<file path="src/rtl/led_pkg.sv">
// Shared types and helpers for the LED display arbiter.
package led_pkg;

    typedef enum logic {
        IDLE  = 1'b0,
        OWNED = 1'b1
    } led_arb_state_t;

    // Active-high pattern with every LED dark.
    localparam logic [7:0] LedAllOff = 8'h00;

    // Simulation builds use a short hold time so rotation can be observed quickly.
`ifdef SIM
    localparam int SimHoldDefault = 4;
`else
    localparam int SimHoldDefault = 0;
`endif

    // Convert an active-high pattern into the pin drive level for the board.
    function automatic logic [7:0] led_drive(input logic [7:0] pat, input logic polarity);
        return polarity ? pat : ~pat;
    endfunction

endpackage

</file>
<file path="src/rtl/led_rr_arbiter.sv">
// Round-robin winner search with a pointer that advances past each granted source.
module led_rr_arbiter #(
    parameter int NUM_REQ = 4
) (
    input  logic               clk,
    input  logic               rst_n,
    input  logic [NUM_REQ-1:0] req,
    input  logic               advance,
    output logic [NUM_REQ-1:0] winner,
    output logic               valid
);
    localparam int PtrW = $clog2(NUM_REQ);

    logic [PtrW-1:0] rr_ptr;
    logic [PtrW-1:0] win_idx;
    logic [PtrW-1:0] idx;

    // Scan from rr_ptr with wrap-around and take the first active request.
    always_comb begin
        winner  = '0;
        valid   = 1'b0;
        win_idx = '0;
        idx     = '0;
        for (int i = 0; i < NUM_REQ; i++) begin
            idx = PtrW'((int'(rr_ptr) + i) % NUM_REQ);
            if (!valid && req[idx]) begin
                valid       = 1'b1;
                winner[idx] = 1'b1;
                win_idx     = idx;
            end
        end
    end

    // Move the pointer just past the source that was granted.
    always_ff @(posedge clk or negedge rst_n) begin
        if (!rst_n) begin
            rr_ptr <= '0;
        end else if (advance) begin
            rr_ptr <= (win_idx == PtrW'(NUM_REQ - 1)) ? '0 : win_idx + 1'b1;
        end
    end

endmodule

</file>
<file path="src/rtl/led_display_arbiter.sv">
// Shares the 8-bit LED bank between pattern sources with round-robin
// arbitration and a minimum ownership time; shows a default pattern when idle.
module led_display_arbiter
    import led_pkg::*;
#(
    parameter int   CLK_IN_MHZ      = 125,
    parameter logic LED_POLARITY    = 1'b0,
    parameter int   NUM_REQ         = 4,
    parameter int   HOLD_MS         = 250,
    parameter int   SIM_HOLD_CYCLES = SimHoldDefault
) (
    input  logic                    clk_i,
    input  logic                    rstn_i,
    input  logic [NUM_REQ-1:0]      req_i,
    input  logic [NUM_REQ-1:0][7:0] pattern_i,
    input  logic [7:0]              default_i,
    output logic [NUM_REQ-1:0]      gnt_o,
    output logic [7:0]              led_display_o
);
    // A nonzero SIM_HOLD_CYCLES replaces the real-time hold for short simulations.
    localparam int HoldCycles = (SIM_HOLD_CYCLES > 0) ? SIM_HOLD_CYCLES
                                                      : CLK_IN_MHZ * 1000 * HOLD_MS;
    localparam int CntW = $clog2(HoldCycles + 1);
    localparam logic [CntW-1:0] HoldLoad = CntW'(HoldCycles - 1);

    led_arb_state_t     state, state_nxt;
    logic [NUM_REQ-1:0] gnt_nxt;
    logic [NUM_REQ-1:0] arb_req;
    logic [NUM_REQ-1:0] arb_winner;
    logic               arb_valid;
    logic               advance;
    logic [CntW-1:0]    cnt, cnt_nxt;
    logic               owner_req;
    logic [7:0]         sel_pat;

    assign owner_req = |(req_i & gnt_o);

    led_rr_arbiter #(
        .NUM_REQ (NUM_REQ)
    ) u_rr (
        .clk     (clk_i),
        .rst_n   (rstn_i),
        .req     (arb_req),
        .advance (advance),
        .winner  (arb_winner),
        .valid   (arb_valid)
    );

    // Next-state decision: release, rotation and new grants resolved in one step.
    always_comb begin
        state_nxt = state;
        gnt_nxt   = gnt_o;
        advance   = 1'b0;
        arb_req   = req_i;
        cnt_nxt   = (cnt == '0) ? '0 : cnt - 1'b1;
        case (state)
            IDLE: begin
                gnt_nxt = '0;
                if (arb_valid) begin
                    state_nxt = OWNED;
                    gnt_nxt   = arb_winner;
                    cnt_nxt   = HoldLoad;
                    advance   = 1'b1;
                end
            end
            OWNED: begin
                // The owner never competes against itself when handing over.
                arb_req = req_i & ~gnt_o;
                if (!owner_req || cnt == '0) begin
                    if (arb_valid) begin
                        gnt_nxt = arb_winner;
                        cnt_nxt = HoldLoad;
                        advance = 1'b1;
                    end else if (!owner_req) begin
                        state_nxt = IDLE;
                        gnt_nxt   = '0;
                        cnt_nxt   = '0;
                    end
                end
            end
            default: begin
                state_nxt = IDLE;
                gnt_nxt   = '0;
                cnt_nxt   = '0;
            end
        endcase
    end

    // Registered FSM state, grant and hold counter.
    always_ff @(posedge clk_i or negedge rstn_i) begin
        if (!rstn_i) begin
            state <= IDLE;
            gnt_o <= '0;
            cnt   <= '0;
        end else begin
            state <= state_nxt;
            gnt_o <= gnt_nxt;
            cnt   <= cnt_nxt;
        end
    end

    // Select the granted source's pattern (grant is one-hot) or the default.
    always_comb begin
        sel_pat = default_i;
        for (int i = 0; i < NUM_REQ; i++) begin
            if (gnt_o[i]) sel_pat = pattern_i[i];
        end
    end

    // Output register: display follows the registered grant by one cycle.
    always_ff @(posedge clk_i or negedge rstn_i) begin
        if (!rstn_i) begin
            led_display_o <= led_drive(LedAllOff, LED_POLARITY);
        end else begin
            led_display_o <= led_drive(sel_pat, LED_POLARITY);
        end
    end

endmodule

</file>
<file path="config.mk">
export PLATFORM = sky130hd
export DESIGN_NAME = led_display_arbiter
export DESIGN_NICKNAME = d
export VERILOG_FILES = /design/src/rtl/led_pkg.sv /design/src/rtl/led_rr_arbiter.sv /design/src/rtl/led_display_arbiter.sv
export SDC_FILE = /design/constraint.sdc
export NUM_CORES = 1
export LEC_CHECK = 0
export CAP_MARGIN = 40
export CORE_UTILIZATION = 47
export DETAILED_ROUTE_END_ITERATION = 7
export GPL_TIMING_DRIVEN = 0
export PLACE_DENSITY = 0.82
export SYNTH_ARGS = -nofsm -noshare
export SYNTH_HDL_FRONTEND = slang
export SYNTH_SLANG_ARGS = --single-unit
</file>
<file path="constraint.sdc">
create_clock -name clk_i -period 3.45 [get_ports clk_i]
set_clock_uncertainty 0.1 [all_clocks]
set_input_delay 1.035 -clock clk_i [delete_from_list [all_inputs] [get_ports clk_i]]
set_output_delay 1.035 -clock clk_i [all_outputs]
set_load 0.02 [all_outputs]
</file>
Word level (Yosys, flattened, before mapping)
Cells that the tools add are included.
{ "classes": {"bitwise": 8, "order_cmp": 8, "n_div": 0, "n_mux": 52, "shifts": 0, "n_eq_ne": 3, "n_mul": 0, "add_sub_neg": 5, "reduce_logical": 15} }
{ "ops": {"columns": ["cell", "n"], "rows": [
  ["$mux W25", 5],
  ["$pmux W25 S2", 1],
  ["$mux W4", 9],
  ["$mux W8", 4],
  ["$logic_not A25 Y1", 1],
  ["$sub A25 B1 Y25 const B", 1],
  ["$mux W1", 17],
  ["$lt A2 B3 Y1 const B", 4],
  ["$or A4 B4 Y4", 3],
  ["$mux W2", 5],
  ["$and A4 B4 Y4", 2],
  ["$bmux W1 S2", 4],
  ["$demux W1 S2", 4],
  ["$ge A2 B1 Y1 const B", 4],
  ["$not A8 Y8", 1],
  ["$pmux W4 S2", 1],
  ["$logic_and A1 B1 Y1", 7],
  ["$add A2 B1 Y2 const B", 2],
  ["$add A2 B2 Y2 const B", 2],
  ["$logic_not A1 Y1", 4],
  ["$not A4 Y4", 1],
  ["$pmux W1 S2", 2],
  ["$reduce_or A4 Y1", 1],
  ["$ne A3 B3 Y1 const B", 1],
  ["5 further kinds", 5]
]} }
{ "totals": {"wordCells": 96, "mem_bits_ro": 0, "ram_bits": 0, "n_memories": 0, "output_inout_bits": 12, "latch_bits": 0, "reg_bits": 40, "in_bits": 46} }

Logic depth before layout (Yosys ltp)
Gate-level depths: netlist of run 1.
{ "depth": {"word_depth": 18, "depth_mapped": 9, "mapped_depth_nobuf": 8} }

Modules after synthesis
From an unflattened synthesis of run 1, not the netlist that was laid out.
{ "unflattened": {"cells_unflattened": 257, "area_unflattened_um2": 2556.2} }
{ "by_module_without_submodules": {"columns": ["mod", "area_per_inst_um2", "seq_area_each_um2", "instances", "cells_each"], "rows": [
  ["led_display_arbiter", 2069.5, 960.9, 1, 206],
  ["led_rr_arbiter", 486.7, 50.0, 1, 51]
]} }

Worst setup path before layout of run 1
OpenSTA, ideal clock, no wires.
{ "synth_timing": {"path_kind": "input to register", "from": "input port req_i[1]", "to": "register u_rr.rr_ptr[1]", "setup_time_ns": 0.069, "t_arrival_ns": 2.547, "t_required_ns": 3.281, "path_stages": 6, "slack_ns": 0.734, "path_buffers": 0, "cell_sequence": "a21boi_2 mux4_2 a2111oi_2 o21ai_1 a311oi_1 nand3b_1"} }
{ "synth_between": {"elab_chain_len": 17, "elab_cells_between_ends": 34, "cone_classes": "1 x add/sub; 1 x eq/ne; 21 x mux; 2 x bitwise; 9 x reduce/logical"} }
{ "synth_rtl": {"columns": ["element", "line", "source"], "rows": [
  ["start: declaration", "led_display_arbiter.sv:14", "input logic [NUM_REQ-1:0] req_i,"],
  ["$and A4 B4 Y4", "led_display_arbiter.sv:68", "arb_req = req_i & ~gnt_o;"],
  ["$mux W4", "led_display_arbiter.sv:56", "case (state)"],
  ["$bmux W1 S2", "led_rr_arbiter.sv:26", "if (!valid && req[idx]) begin"],
  ["$mux W1 (implied by the code)", "led_rr_arbiter.sv:26", null],
  ["$mux W1", "led_rr_arbiter.sv:26", null],
  ["$logic_not A1 Y1", "led_rr_arbiter.sv:26", null],
  ["$logic_and A1 B1 Y1", "led_rr_arbiter.sv:26", null],
  ["$mux W1", "led_rr_arbiter.sv:26", null],
  ["$logic_not A1 Y1", "led_rr_arbiter.sv:26", null],
  ["$logic_and A1 B1 Y1", "led_rr_arbiter.sv:26", null],
  ["$mux W1", "led_rr_arbiter.sv:26", null],
  ["$logic_not A1 Y1", "led_rr_arbiter.sv:26", null],
  ["$logic_and A1 B1 Y1", "led_rr_arbiter.sv:26", null],
  ["$mux W1", "led_rr_arbiter.sv:26", null],
  ["$mux W1", "led_display_arbiter.sv:59, led_display_arbiter.sv:70", null],
  ["$mux W1", "led_display_arbiter.sv:69", "if (!owner_req || cnt == '0) begin"],
  ["$pmux W1 S2", "led_display_arbiter.sv:56", null],
  ["end signal: assignment", "led_rr_arbiter.sv:39", "rr_ptr <= (win_idx == PtrW'(NUM_REQ - 1)) ? '0 : win_idx + 1'b1;"],
  ["end: declaration", "led_rr_arbiter.sv:14", "logic [PtrW-1:0] rr_ptr;"]
]} }
Parallel ways exist; a longest one is shown, timed or not. The select of a mux whose other input is x is not followed.
A chain may end at the register's enable or synchronous reset.

Worst setup path after layout of run 1
{ "layout_timing": {"from": "input port req_i[3]", "to": "register gnt_o[0]"} }
{ "layout_between": {"elab_chain_len": 17, "elab_cells_between_ends": 38, "cone_classes": "2 x eq/ne; 21 x mux; 5 x bitwise; 10 x reduce/logical"} }
{ "layout_rtl": {"columns": ["element", "line", "source"], "rows": [
  ["$and A4 B4 Y4", "led_display_arbiter.sv:68", null],
  ["$mux W4", "led_display_arbiter.sv:56", null],
  ["$bmux W1 S2", "led_rr_arbiter.sv:26", null],
  ["$mux W1 (implied by the code)", "led_rr_arbiter.sv:26", null],
  ["$mux W1", "led_rr_arbiter.sv:26", null],
  ["$logic_not A1 Y1", "led_rr_arbiter.sv:26", null],
  ["$logic_and A1 B1 Y1", "led_rr_arbiter.sv:26", null],
  ["$mux W1", "led_rr_arbiter.sv:26", null],
  ["$logic_not A1 Y1", "led_rr_arbiter.sv:26", null],
  ["$logic_and A1 B1 Y1", "led_rr_arbiter.sv:26", null],
  ["$mux W1", "led_rr_arbiter.sv:26", null],
  ["$logic_not A1 Y1", "led_rr_arbiter.sv:26", null],
  ["$logic_and A1 B1 Y1", "led_rr_arbiter.sv:26", null],
  ["$mux W4 or $mux W1 (tied branches)", "led_rr_arbiter.sv:26", null],
  ["$mux W4", "led_display_arbiter.sv:70", "if (arb_valid) begin"],
  ["$mux W4", "led_display_arbiter.sv:69", null],
  ["$pmux W4 S2", "led_display_arbiter.sv:56", null],
  ["end signal: assignment", "led_display_arbiter.sv:97", "gnt_o <= gnt_nxt;"],
  ["end: declaration", "led_display_arbiter.sv:17", "output logic [NUM_REQ-1:0] gnt_o,"]
]} }
Parallel ways exist; a longest one is shown, timed or not. The select of a mux whose other input is x is not followed.

==> flow_summary.toml, run 1 <==
[outcome]
status = "complete, no violations"

[yosys]
syn_avg_cell_area_um2 = 9.31
synthDistinctLibCells = 52
synth_edf_count = 0
synth_top_area_share_pct = 30.1
synth-main-ff-cell = "dfrtp_1"
synthArstFlopShare_pct = 100
syn-cell-area_mm2 = 0.00266
synth.yosys.seq_area_share_pct = 38.0
synthTopCellsByArea = "dfrtp_1 (30%), mux2i_1 (8.6%), dfstp_2 (7.9%)"
synth.largest_area_cell = "dfrtp_1"
synth-seq-cells = 40
syn_inst = 286
synth_warnings = 0
syn_nets = 341

[power_and_ir_drop]
p_leak_nw = 1.30
seqPwrFrac_pct = 30.8
power.density_mw_per_mm2 = 767
power.clock.fraction_pct = 12.1
p_int_mw = 1.45
combPwrFrac_pct = 57.1
vdd_drop_max_mv = 0.442
p_sw_mw = 1.19
sw_frac_of_total_pct = 45.1
p_total_mw = 2.64

[routing]
ant_nets = 0
wl_met1_um = 2880
vias = 2419
drtPass1Iterations = 4
routed-wl-met2_um = 3130
avgViaCountPerCell = 5.71
routed.top_layer = "met4"
drtIter0Drc = 133
drt-total-wl_um = 6530
drc = 0
dr_wl_met3_um = 331
wl_per_cell_um = 15.4

[global_route]
track_usage_pct = 23.7
grt_overflow_total = 0
grt_pass1_wl_um = 11300
grt_pass1_vias = 2456
antenna_found_initial = 0
grt_max_degree = 29

[layout]
drive_above_1_share_pct = 11.1
multi_input_area_mm2 = 0.00157
nets = 406
register_area_mm2 = 0.00101
syn_to_final_growth_pct = 29.0
fin_area_mm2 = 0.00343
antennaDiodeCount = 0
final.fill_count = 475
fin_cells = 424

[placed_design]
dp.cells = 416
post-place-ws_ns = -0.158
dp_hpwl_um = 4830
place.gp.congestion = 0.860
place.port_buffers = 57
placed_area_mm2 = 0.00334

[clock_network]
cts_tree = "done"
cts_buffers = 5
clock-root-buffer = "clkbuf_8"
cts_sinks = 40
clk_pin_slew_ns = 0.09
clockBufferDepth = 2
cts_max_level = 2
clk_latency_ns = 0.30

[floorplan]
start_util_pct = 48.7
die_area_mm2 = 0.00597
io_pins = 58
coreArea_mm2 = 0.00547
std_cell_rows = 27
fp.dieH_um = 77.3
dieWidth_um = 77.3

[sta]
drv_slew = 0
worst_slew_pin_slew_ns = 0.715
post-route-period-util_pct = 90.4
relSlewSlack_pct = 52.4
fin_tns_setup_ns = 0
fmax_mhz = 321
setup_viol = 0
min_period_ns = 3.12
hold_violations = 0
rsz0062_at_grt = "no"
fin_ws_ns = 0.332

[setup_path]
cp_max_fo = 6
cp_cell_sequence = "clkdlybuf4s50_1 > a21boi_1 > mux2i_2 > and3_1 > o21ai_0 > o211ai_1 > a22o_1"
critPathKind = "input pin to flip-flop"
setup.worst_path.end_class = "flip-flop"
critPathBufInv = 1
slowest_delay_ns = 0.54
crit_family = "compound AO/OA/AOI/OAI gates"
critical_path_required_ns = 3.54
critPathSlowestCell = "clkdlybuf4s50_1"
critPathLaunchType = "input pin"
crit_arrival_ns = 3.21

[worst_hold_path]
worstHoldPathType = "flip-flop to flip-flop"

[flow_run]
drv_cap = 0
## per-stage QoR
| step | hold slack, ns | utilization, % |
|---|---|---|
| final | 0.455 | 62.8 |
| after global routing | 0.459 | 62.8 |
| after CTS | 0.455 | 62.6 |
| after detailed placement | 0.436 | 61.0 |
| after global placement | 0.413 | 60.7 |
| after floorplan | 0.402 | - |
## sequential cells by signal (all words and copies together) (netlist names), named ones only
| name | cells |
|---|---|
| gnt_o | 4 |
| state | 1 |
| led_display_o | 8 |
| u_rr.rr_ptr | 1 |
| cnt | 25 |
## logic make-up (layout without fill, tap and decap cells)
kind of cell | Yosys count | in the layout | share of synthesized area, %
compound gates | 81 | 81 | 20.3
xor+xnor | 22 | 22 | 7.24
fa+ha+maj | 9 | 9 | 4.23
buf+inv | 22 | 88 | 3.34
flops | 40 | 40 | 38.0
mux | 25 | 25 | 10.3
simple gates | 87 | 87 | 16.6
## timing repair
action,4_1_cts,5_1_grt
setup buffers,0,0
gates resized for setup,0,4
setup endpoints to repair,0,10
hold buffers,0,0
## path summary, 6_finish.rpt
path	cells after the start	endpoint	slack (ns)	start
min reg2reg	2	cnt[11]	0.45	cnt[11]
min	2	cnt[11]	0.45	cnt[11]
min in group asynchronous	1	cnt[10]	0.51	rstn_i
max reg2reg	9	gnt_o[0]	0.56	flip-flop
max in group asynchronous	2	led_display_o[3]	2.22	rstn_i
max	7	gnt_o[0]	0.33	req_i[3]
## routing by layer
layer	vias up	global-route usage, %
li1	1169	-
met1	1158	29.4
met2	76	40.0
met3	16	5.24
met4	0	8.87
met5	-	0
## power groups by stage
| stage | clock, mW | combinational, mW | sequential [mW] |
|---|---|---|---|
| after floorplan | 0 | 0.952 | 0.864 |
| after global placement | 0 | 1.43 | 0.808 |
| after detailed placement | 0 | 1.48 | 0.815 |
| after CTS | 0.327 | 1.48 | 0.809 |
| after global routing | 0.344 | 1.66 | 0.832 |
| final | 0.320 | 1.51 | 0.811 |
## cell usage in the layout, fill, tap and decap left out, drive strengths merged, types with 4 or more instances in the layout
master         synthesis  final
clkdlybuf4s50          0     56
dfrtp                 32     32
nor2                  29     29
o21ai                 29     29
mux2i                 23     23
nand2                 17     17
xnor2                 16     16
clkbuf                 8     13
a21oi                 12     12
inv                   10     10
nor3                   9      9
ha                     9      9
o211ai                 8      8
dfstp                  8      8
a22o                   6      6
xor2                   6      6
buf                    4      6
nor4                   5      5
nand4                  4      4
nand3                  4      4
a21bo                  4      4
a22oi                  4      4
a21boi                 4      4
## synthesized netlist by cell type, types with 3 or more instances
library cell / instances
xor2_1: 6
or3_1: 3
a21bo_2: 4
a22oi_1: 4
dfrtp_1: 32
dfstp_2: 8
inv_1: 9
nand4_1: 4
nor4_1: 4
nand3_1: 4
nor3_1: 9
a21boi_1: 3
a21oi_1: 12
o21ai_0: 27
nand2_1: 17
nor2_1: 29
ha_1: 9
a22o_1: 6
clkbuf_1: 7
mux2i_1: 23
o211ai_1: 8
and4_1: 3
xnor2_1: 16
nand2b_1: 3
buf_2: 4
a31oi_1: 3
## area by class of cell
type | instances | share of cell area, %
Buffer | 12 | 1.53
Clock buffer | 5 | 2.00
Clock inverter | 3 | 0.546
Inverter | 10 | 1.09
Multi-Input combinational cell | 224 | 45.7
Sequential cell | 40 | 29.4
Tap cell | 72 | 2.62
Timing Repair Buffer | 58 | 17.0
## worst min-delay path, delay by kind of cell, from the launching register on
family | cells | cell delay [ns]
compound gates | 1 | 0.06
flops | 1 | 0.39
simple gates | 1 | 0.07
(Power assumes the default switching activity.)
==> inputs of run 2 (changes only) <==
- CELL_PAD_IN_SITES_DETAIL_PLACEMENT: default -> 0
- CELL_PAD_IN_SITES_GLOBAL_PLACEMENT: default -> 1
- CORE_UTILIZATION: 47 -> 41
- PLACE_DENSITY: 0.82 -> 0.92
==> run 2 against run 1 <==
  * Critical path depth unchanged
  * Wire length down 1.4%
  * Die area grew 14%
  * Total power fell by 2.0%
  * Sequential power fell by 1%
==> flow_summary.toml, run 2 (synthesis results as in run 1) <==
[worst_hold_path]
worstHoldPathType = "flip-flop to flip-flop"

[floorplan]
fp.dieH_um = 82.6
io_pins = 58
start_util_pct = 43.7
dieWidth_um = 82.6
die_area_mm2 = 0.00682
coreArea_mm2 = 0.00610
std_cell_rows = 28

[layout]
nets = 406
syn_to_final_growth_pct = 29.1
drive_above_1_share_pct = 10.5
reg_top3 = "cnt: 25 flops, led_display_o: 8 flops, gnt_o: 4 flops"
fin_area_mm2 = 0.00344
final_cell_mix = "clkdlybuf4s50_1 (56), dfrtp_1 (32), nor2_1 (29)"
fin_cells = 426
largest_register_ffs = 25
antennaDiodeCount = 0
final_common_cell = "clkdlybuf4s50_1"
max_flop_register = "cnt"

[clock_network]
cts_max_level = 2
clock-root-buffer = "clkbuf_8"
clockBufferDepth = 2
postCtsHoldBufs = 0
cts_sinks = 40
cts_tree = "done"
clk_pin_slew_ns = 0.08
clk_latency_ns = 0.29
cts_buffers = 5

[sta]
relSlewSlack_pct = 50.0
min_period_ns = 3.16
hold_ws_ns = 0.431
setup_viol = 0
worst_slew_pin_slew_ns = 0.750
fin_ws_ns = 0.290
hold_violations = 0
rsz0062_at_grt = "no"
fmax_mhz = 316
post-route-period-util_pct = 91.6
drv_slew = 0

[routing]
drtIter0Drc = 164
drtPass1Iterations = 4
vias = 2415
wl_per_cell_um = 15.1
ant_nets = 0
drc = 0
drt-total-wl_um = 6440
avgViaCountPerCell = 5.67

[global_route]
grt_pass1_wl_um = 10600
track_usage_pct = 20.4
antenna_found_initial = 0
grt_pass1_vias = 2286
grt_max_degree = 22
grt_overflow_total = 0

[setup_path]
crit_arrival_ns = 3.20
critPathLaunchType = "input pin"
setup.worst_path.end_class = "flip-flop"
critPathKind = "input pin to flip-flop"
cp_max_fo = 10
critical_path_required_ns = 3.49

[placed_design]
dp.cells = 419
placed_area_mm2 = 0.00335
place.gp.congestion = 0.828
dp_hpwl_um = 4840
post-place-ws_ns = -0.124
place.port_buffers = 57

[power_and_ir_drop]
p_total_mw = 2.58
power.density_mw_per_mm2 = 751
p_leak_nw = 1.30
vdd_drop_max_mv = 0.430

[flow_run]
drv_cap = 0

[outcome]
status = "complete, no violations"
run 2: area by class of cell:
cell class,count,area [um2]
sequential,40,1010
buffer,12,51.3
timing repair buffer,58,593
inverter,10,37.5
fill,559,2660
clock buffer,5,68.8
clock inverter,2,12.5
multi-input combinational,224,1570
tap,75,93.8
run 2: per-stage QoR:
| stage | util, % | TNS (ns) |
|---|---|---|
| 2_1_floorplan | - | 0 |
| 3_3_place_gp | 54.6 | -0.461 |
| 3_5_place_dp | 54.9 | -1.12 |
| 4_1_cts | 56.3 | 0 |
| 5_1_grt | 56.4 | 0 |
| 6_report | 56.4 | 0 |
run 2: repair_timing:
item | CTS | global route
buffers inserted | 0 | 0
resized for setup | 0 | 2
endpoints found under the setup margin | 0 | 8
run 2: metal layers:
layer	vias to the layer above	global-route usage [%]	routed length (um)
met5	-	0	0
met4	0	4.31	42
met3	6	6.59	476
met2	85	33.7	3010
met1	1159	25.9	2910
li1	1165	-	-
run 2: worst paths after layout:
| check | start | endpoint | slack (ns) | depth (start not counted) |
|---|---|---|---|---|
| max in group asynchronous | rstn_i | led_display_o[1] | 2.08 | 2 |
| worst max-delay path | req_i[3] | cnt[22] | 0.29 | 7 |
| worst max register to register | flip-flop | gnt_o[2] | 0.62 | 9 |
| min in group asynchronous | rstn_i | cnt[4] | 0.61 | 1 |
| worst min register to register | cnt[11] | cnt[11] | 0.43 | 2 |
| worst min-delay path | cnt[11] | cnt[11] | 0.43 | 2 |
run 2: report_power, final:
group          leakage, nW  switching (mW)  total [mW]  internal [mW]
Sequential           0.461           0.134       0.800          0.666
Clock               0.0400           0.160       0.297          0.137
Combinational        0.795           0.850        1.49          0.636
run 2: critical path: stages:
cell and delay, ns:
clkdlybuf4s50_1 0.47, a21boi_1 0.21, mux2i_2 0.38, nand4_1 0.24, o21ai_1 0.34, clkbuf_1 0.37
o21ai_0 0.15
==> inputs of run 3 (changes only) <==
- CELL_PAD_IN_SITES_DETAIL_PLACEMENT: 0 -> 2
- CELL_PAD_IN_SITES_GLOBAL_PLACEMENT: 1 -> 2
- CORE_UTILIZATION: 41 -> 33
- CTS_CLUSTER_SIZE: default -> 40
==> run 3 against run 2 <==
  * Die area increased by 24%
  * Non-clock buffer count unchanged
  * Global-route usage increased by 2.7 points
  * Combinational power is 10% higher
  * Fmax fell by 4.7%
  * Largest cell class unchanged
  * Wire length rose by 45%
  * Cell count grew 6.6%
  * Critical path type unchanged
  * Critical path depth stayed put
==> flow_summary.toml, run 3 (synthesis results as in run 1) <==
[routing]
avgViaCountPerCell = 5.62
drtIter0Drc = 48
ant_nets = 0
drtPass1Iterations = 4
vias = 2552
wl_per_cell_um = 20.6
drc = 0
drt-total-wl_um = 9330

[power_and_ir_drop]
sw_frac_of_total_pct = 46.6
combPwrFrac_pct = 57.1
vdd_drop_max_mv = 0.336
power.density_mw_per_mm2 = 817
p_total_mw = 2.87
p_int_mw = 1.53
power.clock.fraction_pct = 14.4
seqPwrFrac_pct = 28.6
p_sw_mw = 1.34
p_leak_nw = 1.31

[setup_path]
critPathLaunchType = "input pin"
critPathSlowestCell = "clkdlybuf4s50_1"
crit_arrival_ns = 3.37
cp_max_fo = 10
setup.worst_path.end_class = "flip-flop"
cp_cell_sequence = "clkdlybuf4s50_1 > a21boi_2 > mux2i_2 > nand4_1 > o21ai_1 > clkbuf_1 > o21ai_0"
slowest_delay_ns = 0.50
critPathKind = "input pin to flip-flop"
cp-startpoint = "req_i[3]"
critical_path_required_ns = 3.50

[floorplan]
start_util_pct = 34.3
std_cell_rows = 32
fp.dieH_um = 91.8
dieWidth_um = 91.8
io_pins = 58
coreArea_mm2 = 0.00777
die_area_mm2 = 0.00843

[clock_network]
cts_buffers = 5
cts_max_level = 2
cts_tree = "done"
cts_sinks = 40
clock-root-buffer = "clkbuf_8"
clk_pin_slew_ns = 0.09
clk_latency_ns = 0.31
clockBufferDepth = 2

[worst_hold_path]
worstHoldPathType = "flip-flop to flip-flop"
hp-start = "cnt[11]"

[global_route]
grt_pass1_wl_um = 15100
track_usage_pct = 23.1
grt_pass1_vias = 2909
grt_overflow_total = 0
antenna_found_initial = 0
grt_max_degree = 25

[sta]
fmax_mhz = 302
post-route-period-util_pct = 96.1
drv_slew = 0
rsz0062_at_grt = "no"
min_period_ns = 3.32
setup_viol = 0
fin_ws_ns = 0.133
worst_slew_pin_slew_ns = 0.790
relSlewSlack_pct = 47.3
hold_violations = 0

[flow_run]
drv_cap = 0

[outcome]
status = "complete, no violations"

[layout]
fin_cells = 454
reg_top3 = "cnt: 25 flops, led_display_o: 8 flops, gnt_o: 4 flops"
final_cell_mix = "clkdlybuf4s50_1 (56), dfrtp_1 (32), nor2_1 (29)"
drive_above_1_share_pct = 11.4
max_flop_register = "cnt"
antennaDiodeCount = 0
final_common_cell = "clkdlybuf4s50_1"
largest_register_ffs = 25
syn_to_final_growth_pct = 32.0
nets = 406

[placed_design]
dp_hpwl_um = 7010
place.gp.congestion = 0.822
post-place-ws_ns = -0.329
place.port_buffers = 57
dp.cells = 446
run 3: path summary, 6_finish.rpt:
path,to,slack (ns),depth (start not counted)
worst max-delay path,cnt[14],0.13,7
worst min-delay path,cnt[11],0.44,2
worst max register to register,gnt_o[2],0.38,9
worst min register to register,cnt[11],0.44,2
max in group asynchronous,led_display_o[5],2.13,2
min in group asynchronous,cnt[7],0.55,1
run 3: final cells by class:
class,instances,area [um2]
fill,838,4250
sequential,40,1010
inverter,10,37.5
clock buffer,5,68.8
timing repair buffer,58,586
clock inverter,3,46.3
tap,102,128
buffer,12,51.3
multi-input combinational,224,1590
run 3: per-layer routing:
| metal | GRT usage, % | part of all wire, % | routed length [um] |
|---|---|---|---|
| met2 | 43.5 | 53 | 4930 |
| met4 | 7.42 | 2.5 | 238 |
| met5 | 0 | 0 | 0 |
| met3 | 3.48 | 2.5 | 237 |
| met1 | 26.6 | 42 | 3930 |
run 3: stage by stage:
step                      utilization (%)  setup TNS [ns]  hold slack [ns]  area (um2)
after floorplan                         -               0            0.402        2660
after global placement               43.3           -1.44            0.414        3360
after detailed placement             43.5           -3.38            0.436        3380
after CTS                            45.0               0            0.449        3490
after global routing                 45.2               0            0.471        3510
final                                45.2               0            0.441        3510
run 3: what timing repair did:
action / 4_1_cts / 5_1_grt
hold buffers: 0 / 0
buffers inserted: 0 / 0
gates resized for setup: 1 / 4
setup endpoints to repair: 3 / 12
run 3: worst max-delay path, delay by kind of cell:
| kind | cells | cell delay, ns |
|---|---|---|
| compound gates | 3 | 0.82 |
| mux | 1 | 0.38 |
| buf+inv | 2 | 0.90 |
| simple gates | 1 | 0.22 |
run 3: power groups by stage:
stage          clock network (mW)  registers, mW  logic [mW]
5_1_grt                     0.435          0.845        1.77
6_report                    0.413          0.820        1.64
4_1_cts                     0.417          0.823        1.62
3_3_place_gp                    0          0.814        1.48
2_1_floorplan                   0          0.864       0.952
3_5_place_dp                    0          0.829        1.58
